File: config.mk
export PLATFORM = sky130hd
export DESIGN_NAME = fifo_wr_arbiter
export DESIGN_NICKNAME = d
export VERILOG_FILES = /design/src/rtl/fifo_arb_pkg.sv /design/src/rtl/rr_select.sv /design/src/rtl/fifo_wr_arbiter.sv
export SDC_FILE = /design/constraint.sdc
export NUM_CORES = 1
export LEC_CHECK = 0
export ABC_AREA = 1
export CORE_MARGIN = 2
export CORE_UTILIZATION = 35
export DETAILED_ROUTE_END_ITERATION = 6
export GPL_TIMING_DRIVEN = 0
export MAX_ROUTING_LAYER = met4
export PLACE_DENSITY = 0.7
export SYNTH_ARGS = -nofsm -noshare
export SYNTH_HDL_FRONTEND = slang
export SYNTH_SLANG_ARGS = --single-unit
File: constraint.sdc
create_clock -name clk -period 5.71 [get_ports clk]
set_clock_uncertainty 0.1 [all_clocks]
set_input_delay 1.142 -clock clk [delete_from_list [all_inputs] [get_ports clk]]
set_output_delay 1.142 -clock clk [all_outputs]
set_load 0.005 [all_outputs]
File: src/rtl/fifo_arb_pkg.sv
// Shared types and helpers for the FIFO write-port arbiter.
// Requester count is capped at MAX_REQ so one helper serves every build.
package fifo_arb_pkg;

    localparam int NUM_REQ_DEF    = 4;
    localparam int DATA_WIDTH_DEF = 8;
    localparam int MAX_REQ        = 8;
    localparam int PTR_W          = 3;

    typedef enum logic {ARB, HOLD} arb_state_t;

    // One-hot pick of the first request at or above ptr, wrapping modulo n.
    // Scanning from the farthest offset down lets the nearest request win.
    function automatic logic [MAX_REQ-1:0] rr_pick(
        input logic [MAX_REQ-1:0] req,
        input logic [PTR_W-1:0]   ptr,
        input int                 n
    );
        logic [MAX_REQ-1:0] pick;
        logic [MAX_REQ-1:0] sh;
        int                 pos;
        pick = '0;
        for (int i = MAX_REQ - 1; i >= 0; i--) begin
            if (i < n) begin
                pos = (int'(ptr) + i) % n;
                sh  = req >> pos;
                if (sh[0]) begin
                    pick = MAX_REQ'(1) << pos;
                end
            end
        end
        return pick;
    endfunction

endpackage

File: src/rtl/rr_select.sv
// Combinational round-robin select: one-hot pick, its index, and a found flag.
module rr_select
    import fifo_arb_pkg::*;
#(
    parameter int NUM_REQ  = NUM_REQ_DEF,
    parameter int ID_WIDTH = $clog2(NUM_REQ)
) (
    input  logic [NUM_REQ-1:0]  req,
    input  logic [ID_WIDTH-1:0] ptr,
    output logic [NUM_REQ-1:0]  pick,
    output logic [ID_WIDTH-1:0] idx,
    output logic                any
);

    logic [MAX_REQ-1:0] pick_all;

    assign pick_all = rr_pick(MAX_REQ'(req), PTR_W'(ptr), NUM_REQ);
    assign pick     = pick_all[NUM_REQ-1:0];
    assign any      = |pick_all;

    // Encode the one-hot pick into a requester index.
    always_comb begin
        idx = '0;
        for (int i = 0; i < NUM_REQ; i++) begin
            if (pick_all[i]) begin
                idx = ID_WIDTH'(i);
            end
        end
    end

endmodule

File: src/rtl/fifo_wr_arbiter.sv
// Round-robin arbiter sharing one FIFO write port among NUM_REQ producers.
// Grant is combinational; the winning word reaches the FIFO one cycle later.
// Optional macro FIFO_ARB_BURST_EN lets a winner keep the port for up to
// MAX_BURST consecutive words.
//
// state | meaning (FIFO_ARB_BURST_EN only)
// ARB   | plain round-robin from rr_ptr
// HOLD  | owner keeps priority while requesting, until MAX_BURST grants
module fifo_wr_arbiter
    import fifo_arb_pkg::*;
#(
    parameter int NUM_REQ    = NUM_REQ_DEF,
    parameter int DATA_WIDTH = DATA_WIDTH_DEF,
    parameter int MAX_BURST  = 4,
    parameter int ID_WIDTH   = $clog2(NUM_REQ)
) (
    input  logic                          clk,
    input  logic                          rst,
    input  logic [NUM_REQ-1:0]            req,
    input  logic [NUM_REQ*DATA_WIDTH-1:0] req_data,
    output logic [NUM_REQ-1:0]            gnt,
    input  logic                          fifo_full,
    input  logic                          fifo_afull,
    output logic                          fifo_wr_en,
    output logic [DATA_WIDTH-1:0]         fifo_wdata,
    output logic [ID_WIDTH-1:0]           wr_id
);

    logic                  ok;
    logic                  any;
    logic                  grant;
    logic [NUM_REQ-1:0]    rr_pick_v;
    logic [ID_WIDTH-1:0]   rr_idx;
    logic [ID_WIDTH-1:0]   rr_ptr;
    logic [ID_WIDTH-1:0]   win_idx;
    logic [DATA_WIDTH-1:0] win_data;

    // An in-flight write into an almost-full FIFO fills it, so block then too.
    assign ok = !fifo_full && !(fifo_wr_en && fifo_afull);

    rr_select #(.NUM_REQ(NUM_REQ), .ID_WIDTH(ID_WIDTH)) u_rr_select (
        .req  (req),
        .ptr  (rr_ptr),
        .pick (rr_pick_v),
        .idx  (rr_idx),
        .any  (any)
    );

`ifdef FIFO_ARB_BURST_EN
    localparam int CNT_W = $clog2(MAX_BURST + 1);

    arb_state_t          state, state_nxt;
    logic [ID_WIDTH-1:0] owner, owner_nxt;
    logic [CNT_W-1:0]    burst_cnt, burst_cnt_nxt;
    logic                hold_own;

    // Burst state register.
    always_ff @(posedge clk) begin
        if (rst) begin
            state     <= ARB;
            owner     <= '0;
            burst_cnt <= '0;
        end else begin
            state     <= state_nxt;
            owner     <= owner_nxt;
            burst_cnt <= burst_cnt_nxt;
        end
    end

    // Grant selection and burst tracking; a stalled cycle in HOLD changes nothing.
    always_comb begin
        state_nxt     = state;
        owner_nxt     = owner;
        burst_cnt_nxt = burst_cnt;
        hold_own      = (state == HOLD) && req[owner];
        win_idx       = hold_own ? owner : rr_idx;
        gnt           = '0;
        if (!rst && ok) begin
            gnt = hold_own ? (NUM_REQ'(1) << owner) : rr_pick_v;
        end
        if ((state == HOLD) && !req[owner]) begin
            state_nxt = ARB;
        end
        if (|gnt) begin
            if (hold_own) begin
                burst_cnt_nxt = burst_cnt + CNT_W'(1);
                if (burst_cnt_nxt == CNT_W'(MAX_BURST)) begin
                    state_nxt = ARB;
                end
            end else begin
                owner_nxt     = rr_idx;
                burst_cnt_nxt = CNT_W'(1);
                state_nxt     = (MAX_BURST > 1) ? HOLD : ARB;
            end
        end
    end
`else
    assign win_idx = rr_idx;
    assign gnt     = (!rst && ok && any) ? rr_pick_v : '0;
`endif

    assign grant = |gnt;

    // Mux the winning requester's word.
    always_comb begin
        win_data = '0;
        for (int i = 0; i < NUM_REQ; i++) begin
            if (win_idx == ID_WIDTH'(i)) begin
                win_data = req_data[i*DATA_WIDTH +: DATA_WIDTH];
            end
        end
    end

    // Register the write and advance the pointer past each winner.
    always_ff @(posedge clk) begin
        if (rst) begin
            fifo_wr_en <= 1'b0;
            fifo_wdata <= '0;
            wr_id      <= '0;
            rr_ptr     <= '0;
        end else begin
            fifo_wr_en <= grant;
            if (grant) begin
                fifo_wdata <= win_data;
                wr_id      <= win_idx;
                rr_ptr     <= (win_idx == ID_WIDTH'(NUM_REQ - 1)) ? '0 : win_idx + ID_WIDTH'(1);
            end
        end
    end

endmodule

==> metrics, run 1 <==
Detailed Route WL=3.21 mm; DRC viols=0; met3 GRT Util=1.52%; r2r endpoint=fifo_wdata[7]$_SDFFE_PP0P_; area leader, netlist=dfxtp_1; CTS tree=done; R2R Path Start=rr_ptr[1]$_SDFFE_PP0P_; Main synth FF type=dfxtp_1; Die Height=66.9 um; WP data required=4.47 ns; Post-CTS Setup Bufs=0; crit path launch type=input port; gp weighted congestion=0.868; Port Buffers=54; Clock Latency Late Sink=0.24 ns; initial cell density of the core=37.0%; Highest Clock Rate=221 MHz; hold_sp=fifo_wdata[6]$_SDFFE_PP0P_; filler cell count=386; CP max FO=10; hold_buf cts=0; initial antenna violation count=0; GR Layer Usage met2=26.4%; final instance area=2030 um2; PD cells=546 nW/um2; worst reg-to-reg setup slack=2.29 ns; GRT Total Usage=16.1%; Post-synth EDFFs=0; vias in the first global route=1316; top cells by area, synth=dfxtp_1 19%, nand2_1 14%, ha_1 11%; Clock Path Buffers=2; ANT nets after route=0; top cell type's share of synthesized area=18.8%; Post-Synthesis Cells=206; Register Area=260 um2; Slew @ Worst Pin=0.364 ns; layout cells sized above 1=15.5%; Worst slew margin=75.7%; Vias=1432; CP endpoint kind=primary output; crit share post-route=79.1%; outcome=finished, final reports clean; root buffer cell=clkbuf_8; top post-synthesis cells by count=52 x nand2_1, 25 x nand3_1, 22 x inv_1; worst r2r path cells=22; combined area of the multi-input logic cells=986 um2; DRT Pass-1 Iters=4; Critical Path AT=3.27 ns; Synth Area per Inst=6.72 um2; WHS Endpoint=fifo_wdata[6]$_SDFFE_PP0P_; Leak Pwr=0.905 nW; hpwl dp=2.70 mm; Tightest Hold Check Type=reg -> reg; critical path type=in -> out; max cap viols=0; Async SR Flop Fraction=0%; H-Tree Depth=1; CORE AREA=3740 um2; DIE AREA=4470 um2; pre-CTS WS=1.19 ns; peak supply drop=0.000326 V; diode count=0; first-pass GRT wire length=5.42 mm; vias per std cell=4.59; busiest grt layer=met2; total gr overflow=0; Ys Warns=0; DR iter-0 viols=43; layout overhead on the synthesized area=46.7%; Fin. Hold Viols=0; met1 global-route usage=19.7%; Boundary Pins=55; CTS Buf Count=3; Yosys reg bits=13; clk sinks=13; hold slack=0.359 ns; final worst slack=1.19 ns; Final Max Tran Viols=0; RSZ-0062 raised after global routing=false; placed inst area=1980 um2; Die Wd=66.9 um; most frequent cell after synthesis=nand2_1; Final TNS setup=0 ns; sequential fraction of the synthesis area=18.8%; fin nets=317; PostCTS Resize Cnt=0; Yosys cell types=24; fin crit period=4.52 ns; std cell rows=22; Hold Path Stages=2; largest net degree at the start of global routing=11; setup violators final=0; drt wl/cell=10.3 um; Net Count, Synth=258; synthesized area=1380 um2; Clk pin slew, worst setup/hold paths=0.06 ns
==> per-stage QoR <==
| stage | total power [W] | instances | utilization [%] |
|---|---|---|---|
| 2_1_floorplan | 0.000822 | 206 | - |
| 3_3_place_gp | 0.00103 | 308 | 53.0 |
| 3_5_place_dp | 0.00104 | 308 | 53.0 |
| 4_1_cts | 0.00112 | 312 | 54.2 |
| 5_1_grt | 0.00126 | 312 | 54.2 |
| 6_report | 0.00111 | 312 | 54.2 |
==> sequential cells by signal, summed over array words and instances, names as in the netlist <==
signal	flops
wr_id	2
fifo_wr_en	1
rr_ptr	2
fifo_wdata	8
==> worst max-delay path, cell delays in order <==
cell	delay, ns
clkdlybuf4s50_1	0.49
nand2_1	0.11
nand2_1	0.10
nand2_1	0.06
nand2_2	0.08
nand3_1	0.08
nand3_1	0.09
nand2_2	0.06
nand2_4	0.08
nor2_8	0.05
nand2_2	0.07
nand2_4	0.07
buf_12	0.15
a21oi_1	0.11
clkdlybuf4s50_1	0.51
==> worst max-delay path by stage <==
stage           start  endpoint  slack [ns]  cells after the start
6_report       req[2]    gnt[1]        1.19                     15
5_1_grt        req[2]    gnt[0]        1.01                     15
4_1_cts        req[2]    gnt[1]        1.18                     15
3_5_place_dp   req[2]    gnt[1]        1.19                     15
3_3_place_gp   req[2]    gnt[1]        1.19                     15
2_1_floorplan  req[1]    gnt[0]        2.27                     12
==> cell type report <==
cell class | count | share of cell area, %
Multi-Input combinational cell | 163 | 48.6
Timing Repair Buffer | 54 | 26.6
Sequential cell | 13 | 12.8
Inverter | 23 | 4.25
Tap cell | 48 | 2.96
Buffer | 7 | 2.53
Clock buffer | 4 | 2.22
==> logic make-up after synthesis <==
logic type	share of synthesized area, %
and+or+nand+nor	47.4
AOI/OAI and AO/OA	13.0
buffers and inverters	9.94
DFF	18.8
adders and majority gates	10.8
==> layer usage <==
layer,wire (um),vias up
li1,-,782
met4,78,0
met1,1520,594
met5,0,-
met2,1460,50
met3,145,6
==> report_power, final <==
part	switching, W	internal, W
clock	0.0000322	0.0000492
combinational	0.000528	0.000354
sequential	0.0000258	0.000119
total	0.000586	0.000523
==> cell usage in the layout, fill, tap and decap left out, drive strengths merged <==
| cell | netlist | final |
|---|---|---|
| nand2 | 71 | 71 |
| clkdlybuf4s50 | 0 | 54 |
| ha | 12 | 12 |
| a21oi | 12 | 12 |
| o21ai | 21 | 21 |
| inv | 23 | 23 |
| dfxtp | 13 | 13 |
| nor2 | 12 | 12 |
| buf | 3 | 3 |
| clkbuf | 4 | 8 |
| nand3 | 34 | 34 |
| nand3b | 1 | 1 |
No activity file was read; power rests on OpenSTA's default activity.
==> run 2: changes to the inputs <==
--- a/config.mk
+++ b/config.mk
@@ -11,7 +11,7 @@
 export DETAILED_ROUTE_END_ITERATION = 6
 export GPL_TIMING_DRIVEN = 0
 export MAX_ROUTING_LAYER = met4
-export PLACE_DENSITY = 0.7
+export PLACE_DENSITY = 0.72
 export SYNTH_ARGS = -nofsm -noshare
 export SYNTH_HDL_FRONTEND = slang
 export SYNTH_SLANG_ARGS = --single-unit
==> constraint.sdc (replaced) <==
create_clock -name clk -period 3.7 [get_ports clk]
set_clock_uncertainty 0.1 [all_clocks]
set_input_delay 0.74 -clock clk [delete_from_list [all_inputs] [get_ports clk]]
set_output_delay 0.74 -clock clk [all_outputs]
set_load 0.005 [all_outputs]
==> run 2 against run 1 <==
Effect of this change: largest power group unchanged; worst setup slack worse by 0.92 ns; total power is 62% higher; critical path depth down 1; sequential cell count unchanged; hold slack got worse by 0.0013 ns; cell count is 1.6% higher; non-clock buffer count increased by 5; die area stayed put; clock power increased by 51%; critical path type unchanged; count of clock-buffer cells in the layout stayed put; sequential share of layout area is 0.29 points lower.
==> metrics, run 2 (synthesis gave the netlist of run 1 again) <==
GRT Total Usage=16.1%; outcome=finished, final reports clean; Fin. Hold Viols=0; r2r endpoint=fifo_wdata[3]$_SDFFE_PP0P_; Die Wd=66.9 um; filler cell count=388; Largest register FFs=8; ANT nets after route=0; std cell rows=22; fin util=56.0%; most common cell after layout, fill and taps aside=nand2_1; DIE AREA=4470 um2; WP data required=2.86 ns; final instance area=2100 um2; Final Max Tran Viols=0; hold_buf cts=0; worst reg-to-reg setup slack=0.40 ns; Top delay family on crit path=simple AND/OR/NAND/NOR gates; Slew @ Worst Pin=0.367 ns; CP max-delay cell=clkdlybuf4s50_1; fin nets=322; Tightest Hold Check Type=reg -> reg; CP max FO=6; total gr overflow=0; overall power=0.00180 W; setup violators final=0; largest net degree at the start of global routing=11; placed inst area=1980 um2; Crit. path cell count=14; Max stage delay on crit path=0.47 ns; clk sinks=13; critical path type=in -> out; fin crit period=3.43 ns; vias in the first global route=1352; worst r2r path cells=23; diode count=0; Critical Path AT=2.59 ns; CTS Buf Count=3; most frequent CP cell=nand2_2; Clock Path Buffers=2; crit path launch type=input port; RSZ-0062 raised after global routing=false; hpwl dp=2.74 mm; DRT Pass-1 Iters=4; peak supply drop=0.000507 V; DR iter-0 viols=41; max cap viols=0; layout overhead on the synthesized area=51.5%; Boundary Pins=55; gp weighted congestion=0.819; CTS tree=done; PD cells=856 nW/um2; drt wl/cell=10.5 um; Leak Pwr=1.00 nW; Clock Latency Late Sink=0.24 ns; DRC viols=0; WP buf/inv=3; hold slack=0.357 ns; Die Height=66.9 um; crit path capture=gnt[1]; initial cell density of the core=37.0%; vias per std cell=4.65; Port Buffers=54; Clk pin slew, worst setup/hold paths=0.05 ns; crit share post-route=92.6%; H-Tree Depth=1; root buffer cell=clkbuf_8; initial antenna violation count=0; Highest Clock Rate=292 MHz; largest registers=fifo_wdata x8, rr_ptr x2, wr_id x2; Critical Path Start=req[1]; R2R Path Start=rr_ptr[1]$_SDFFE_PP0P_; CP endpoint kind=primary output; register name with the most flops=fifo_wdata; first-pass GRT wire length=5.52 mm; most frequent cells in the layout=49 x nand2_1, 48 x clkdlybuf4s50_1, 24 x nand3_1; Worst slew margin=75.5%; Detailed Route WL=3.34 mm; CP Cell Sequence=clkdlybuf4s50_1 > nand2_1 > nand3_4 > nand2_2 > nand3_1 > nand3_2 > nand2_2 > nand2_2 > nor2_4 > nand2_2 > nand2_4 > buf_12 > a21oi_1 > dlygate4sd2_1; layout cells sized above 1=20.4%; CORE AREA=3740 um2; Vias=1474
[run 2: cell types whose count changed in the layout (fill, tap and decap cells not counted), moves of 2 or more]
cell,before,now
dfxtp_1,13,11
nand2_1,52,49
nand2_2,13,16
dlymetal6s2s_1,0,4
clkdlybuf4s50_1,54,48
buf_4,0,6
dlygate4sd2_1,0,2
dfxtp_2,0,2
[run 2: repair_timing]
action,CTS,global route
buffers inserted,1,5
gates resized for setup,4,10
gates cloned,0,0
endpoints found under the setup margin,4,6
pin swaps,1,5
[run 2: cell type report]
class	instances	area, um2	area share (%)
timing repair buffer	60	593	28.3
buffer	6	47.5	2.27
clock buffer	4	45.0	2.15
multi-input combinational	163	1000	47.8
tap	48	60.1	2.86
inverter	23	86.3	4.12
sequential	13	263	12.5
[run 2: report_power, final]
| group | internal [W] | total, W | switching (W) |
|---|---|---|---|
| Sequential | 0.000186 | 0.000228 | 0.0000419 |
| Clock | 0.0000759 | 0.000123 | 0.0000473 |
| Combinational | 0.000592 | 0.00144 | 0.000852 |
| Total | 0.000854 | 0.00180 | 0.000941 |
[run 2: worst reg2reg max path, stage by stage, from the launching register on]
cell      delay [ns]
dfxtp_2         0.43
inv_1           0.16
ha_1            0.39
inv_1           0.10
nand2_4         0.09
nand2_4         0.08
o21ai_2         0.11
inv_1           0.05
nand2_2         0.07
nand2_4         0.07
inv_1           0.07
nand2_1         0.05
nand2_1         0.17
ha_1            0.18
clkbuf_1        0.30
inv_1           0.22
nand3_1         0.12
nand2_1         0.06
o21ai_0         0.07
nand2_1         0.06
o21ai_0         0.09
nand2_1         0.08
nand2_1         0.06
nor2_1          0.04
[run 2: layer usage]
layer | vias up | track usage, % | wire [um]
li1 | 786 | - | -
met1 | 635 | 19.4 | 1540
met2 | 51 | 28.1 | 1570
met3 | 2 | 2.20 | 212
met4 | 0 | 4.34 | 18
met5 | - | - | 0
[run 2: how the worst min path moves through the flow]
stage / slack (ns) / end / cells after the start / startpoint
floorplan: 0.35 / fifo_wdata[0]$_SDFFE_PP0P_ / 2 / fifo_wdata[0]$_SDFFE_PP0P_
global placement: 0.35 / fifo_wdata[6]$_SDFFE_PP0P_ / 2 / fifo_wdata[6]$_SDFFE_PP0P_
detailed placement: 0.35 / fifo_wdata[6]$_SDFFE_PP0P_ / 2 / fifo_wdata[6]$_SDFFE_PP0P_
CTS: 0.36 / fifo_wdata[6]$_SDFFE_PP0P_ / 2 / fifo_wdata[6]$_SDFFE_PP0P_
global route: 0.38 / fifo_wdata[6]$_SDFFE_PP0P_ / 2 / fifo_wdata[6]$_SDFFE_PP0P_
finish: 0.36 / fifo_wdata[6]$_SDFFE_PP0P_ / 2 / fifo_wdata[6]$_SDFFE_PP0P_
[run 2: metrics by stage]
stage	worst slack, ns	std cells	setup TNS, ns
6_report	0.275	317	0
5_1_grt	0.0143	317	0
4_1_cts	0.0155	313	0
3_5_place_dp	-0.0305	308	-0.0570
3_3_place_gp	-0.0151	308	-0.0287
2_1_floorplan	0.746	206	0
==> run 3: changes to the inputs <==
--- a/config.mk
+++ b/config.mk
@@ -11,7 +11,7 @@
 export DETAILED_ROUTE_END_ITERATION = 6
 export GPL_TIMING_DRIVEN = 0
 export MAX_ROUTING_LAYER = met4
-export PLACE_DENSITY = 0.72
+export PLACE_DENSITY = 0.7
 export SYNTH_ARGS = -nofsm -noshare
 export SYNTH_HDL_FRONTEND = slang
 export SYNTH_SLANG_ARGS = --single-unit
==> constraint.sdc (replaced) <==
create_clock -name clk -period 3.6 [get_ports clk]
set_clock_uncertainty 0.1 [all_clocks]
set_input_delay 0.72 -clock clk [delete_from_list [all_inputs] [get_ports clk]]
set_output_delay 0.72 -clock clk [all_outputs]
set_load 0.005 [all_outputs]
==> run 3 against run 2 <==
Effect of this change: clock power is 5% higher; routed wire length is 2.6% lower; core utilization is 1.5 points lower; worst setup slack worse by 0.089 ns; cell area is 2.7% lower; register-to-register slack better by 0.04 ns; hold slack better by 0.0037 ns; sequential share of layout area is 0.35 points higher; critical path depth is 2 higher; sequential power is 3% higher; non-clock buffer count is 5 lower; global-route usage is 0.097 points higher.
==> metrics, run 3 (synthesis gave the netlist of run 1 again) <==
diode count=0; Boundary Pins=55; Die Wd=66.9 um; Fin. Hold Viols=0; outcome=finished, final reports clean; largest net degree at the start of global routing=11; Clk pin slew, worst setup/hold paths=0.06 ns; Largest register FFs=8; gp weighted congestion=0.868; vias per std cell=4.63; Port Buffers=54; layout cells sized above 1=17.8%; CP max FO=10; initial cell density of the core=37.0%; crit path launch type=input port; initial antenna violation count=0; largest registers=fifo_wdata x8, rr_ptr x2, wr_id x2; WP data required=2.78 ns; overall power=0.00179 W; Final Max Tran Viols=0; Worst slew margin=75.8%; GRT Total Usage=16.2%; CTS tree=done; DRC viols=0; Tightest Hold Check Type=reg -> reg; vias in the first global route=1326; DR iter-0 viols=52; clk sinks=13; filler cell count=384; fin cells=312; PD cells=879 nW/um2; fin crit period=3.41 ns; Die Height=66.9 um; hpwl dp=2.70 mm; root buffer cell=clkbuf_8; layout overhead on the synthesized area=47.4%; fin nets=317; hold slack=0.361 ns; Detailed Route WL=3.26 mm; Final TNS setup=0 ns; Clock Latency Late Sink=0.24 ns; Leak Pwr=0.932 nW; DP Cell Count=308; Slew @ Worst Pin=0.364 ns; drt wl/cell=10.4 um; CORE AREA=3740 um2; register name with the most flops=fifo_wdata; DRT Pass-1 Iters=4; peak supply drop=0.000515 V; critical path type=in -> out; max cap viols=0; Critical Path AT=2.59 ns; most frequent cells in the layout=50 x nand2_1, 50 x clkdlybuf4s50_1, 25 x nand3_1; setup violators final=0; first-pass GRT wire length=5.47 mm; ANT nets after route=0; CP endpoint kind=primary output; std cell rows=22; Highest Clock Rate=293 MHz; total gr overflow=0; crit share post-route=94.8%; H-Tree Depth=1; Clock Path Buffers=2; Vias=1444; DIE AREA=4470 um2; CTS Buf Count=3
## run 3: cell count changes in the layout (fill, tap and decap cells not counted), sizes merged
cell           delta
dlygate4sd2       +2
buf               -4
clkdlybuf4s50     +2
dlymetal6s2s      -4
clkbuf            -1
## run 3: critical path: stages
cell and delay [ns]:
clkdlybuf4s50_1 0.49, inv_1 0.06, nand2_2 0.07, nand2_2 0.07, nand2_4 0.07, nand2_4 0.07
o21ai_1 0.11, inv_1 0.04, nand2_1 0.09, nand2_2 0.07, nor2_4 0.11, nand2_2 0.07
nand2_4 0.10, buf_12 0.14, a21oi_1 0.04, dlygate4sd2_1 0.26
## run 3: path summary, 6_finish.rpt
path | slack, ns | start | end | depth (start not counted)
hold / removal | 0.36 | fifo_wdata[6]$_SDFFE_PP0P_ | fifo_wdata[6]$_SDFFE_PP0P_ | 2
hold reg to reg | 0.36 | fifo_wdata[6]$_SDFFE_PP0P_ | fifo_wdata[6]$_SDFFE_PP0P_ | 2
setup reg to reg | 0.44 | rr_ptr[0]$_SDFFE_PP0P_ | fifo_wdata[7]$_SDFFE_PP0P_ | 21
setup / recovery | 0.19 | req[0] | gnt[1] | 16
## run 3: timing repair
action	CTS	global route
hold buffers	0	0
buffers inserted	1	1
endpoints found under the setup margin	4	6
pin swaps	1	1
gates cloned	0	0
gates resized for setup	7	1
## run 3: area by class of cell
class	instances	area, um2	area share, %
Multi-Input combinational cell	163	991	48.6
Timing Repair Buffer	56	551	27.0
Sequential cell	13	263	12.9
Inverter	23	86.3	4.23
Tap cell	48	60.1	2.94
Clock buffer	4	45.0	2.21
Buffer	5	43.8	2.15
## run 3: metrics by stage
step	area, um2	setup slack [ns]	utilization [%]
finish	2040	0.185	54.5
detailed placement	1980	-0.0808	53.0
global route	2040	-0.0000189	54.5
floorplan	1380	0.646	-
CTS	2040	0.145	54.4
global placement	1980	-0.0737	53.0
## run 3: report_power, final
group          switching (W)  total (W)  internal (W)
clock              0.0000513   0.000129     0.0000781
sequential         0.0000426   0.000234      0.000191
combinational       0.000843    0.00143      0.000586
## run 3: routing by layer
layer	part of all wire [%]	routed length, um	global-route usage (%)	vias to the layer above
li1	-	-	-	782
met1	47	1520	19.8	601
met2	46	1490	26.9	55
met3	5.2	170	1.52	6
met4	2.4	78	7.65	0
met5	0	0	-	-
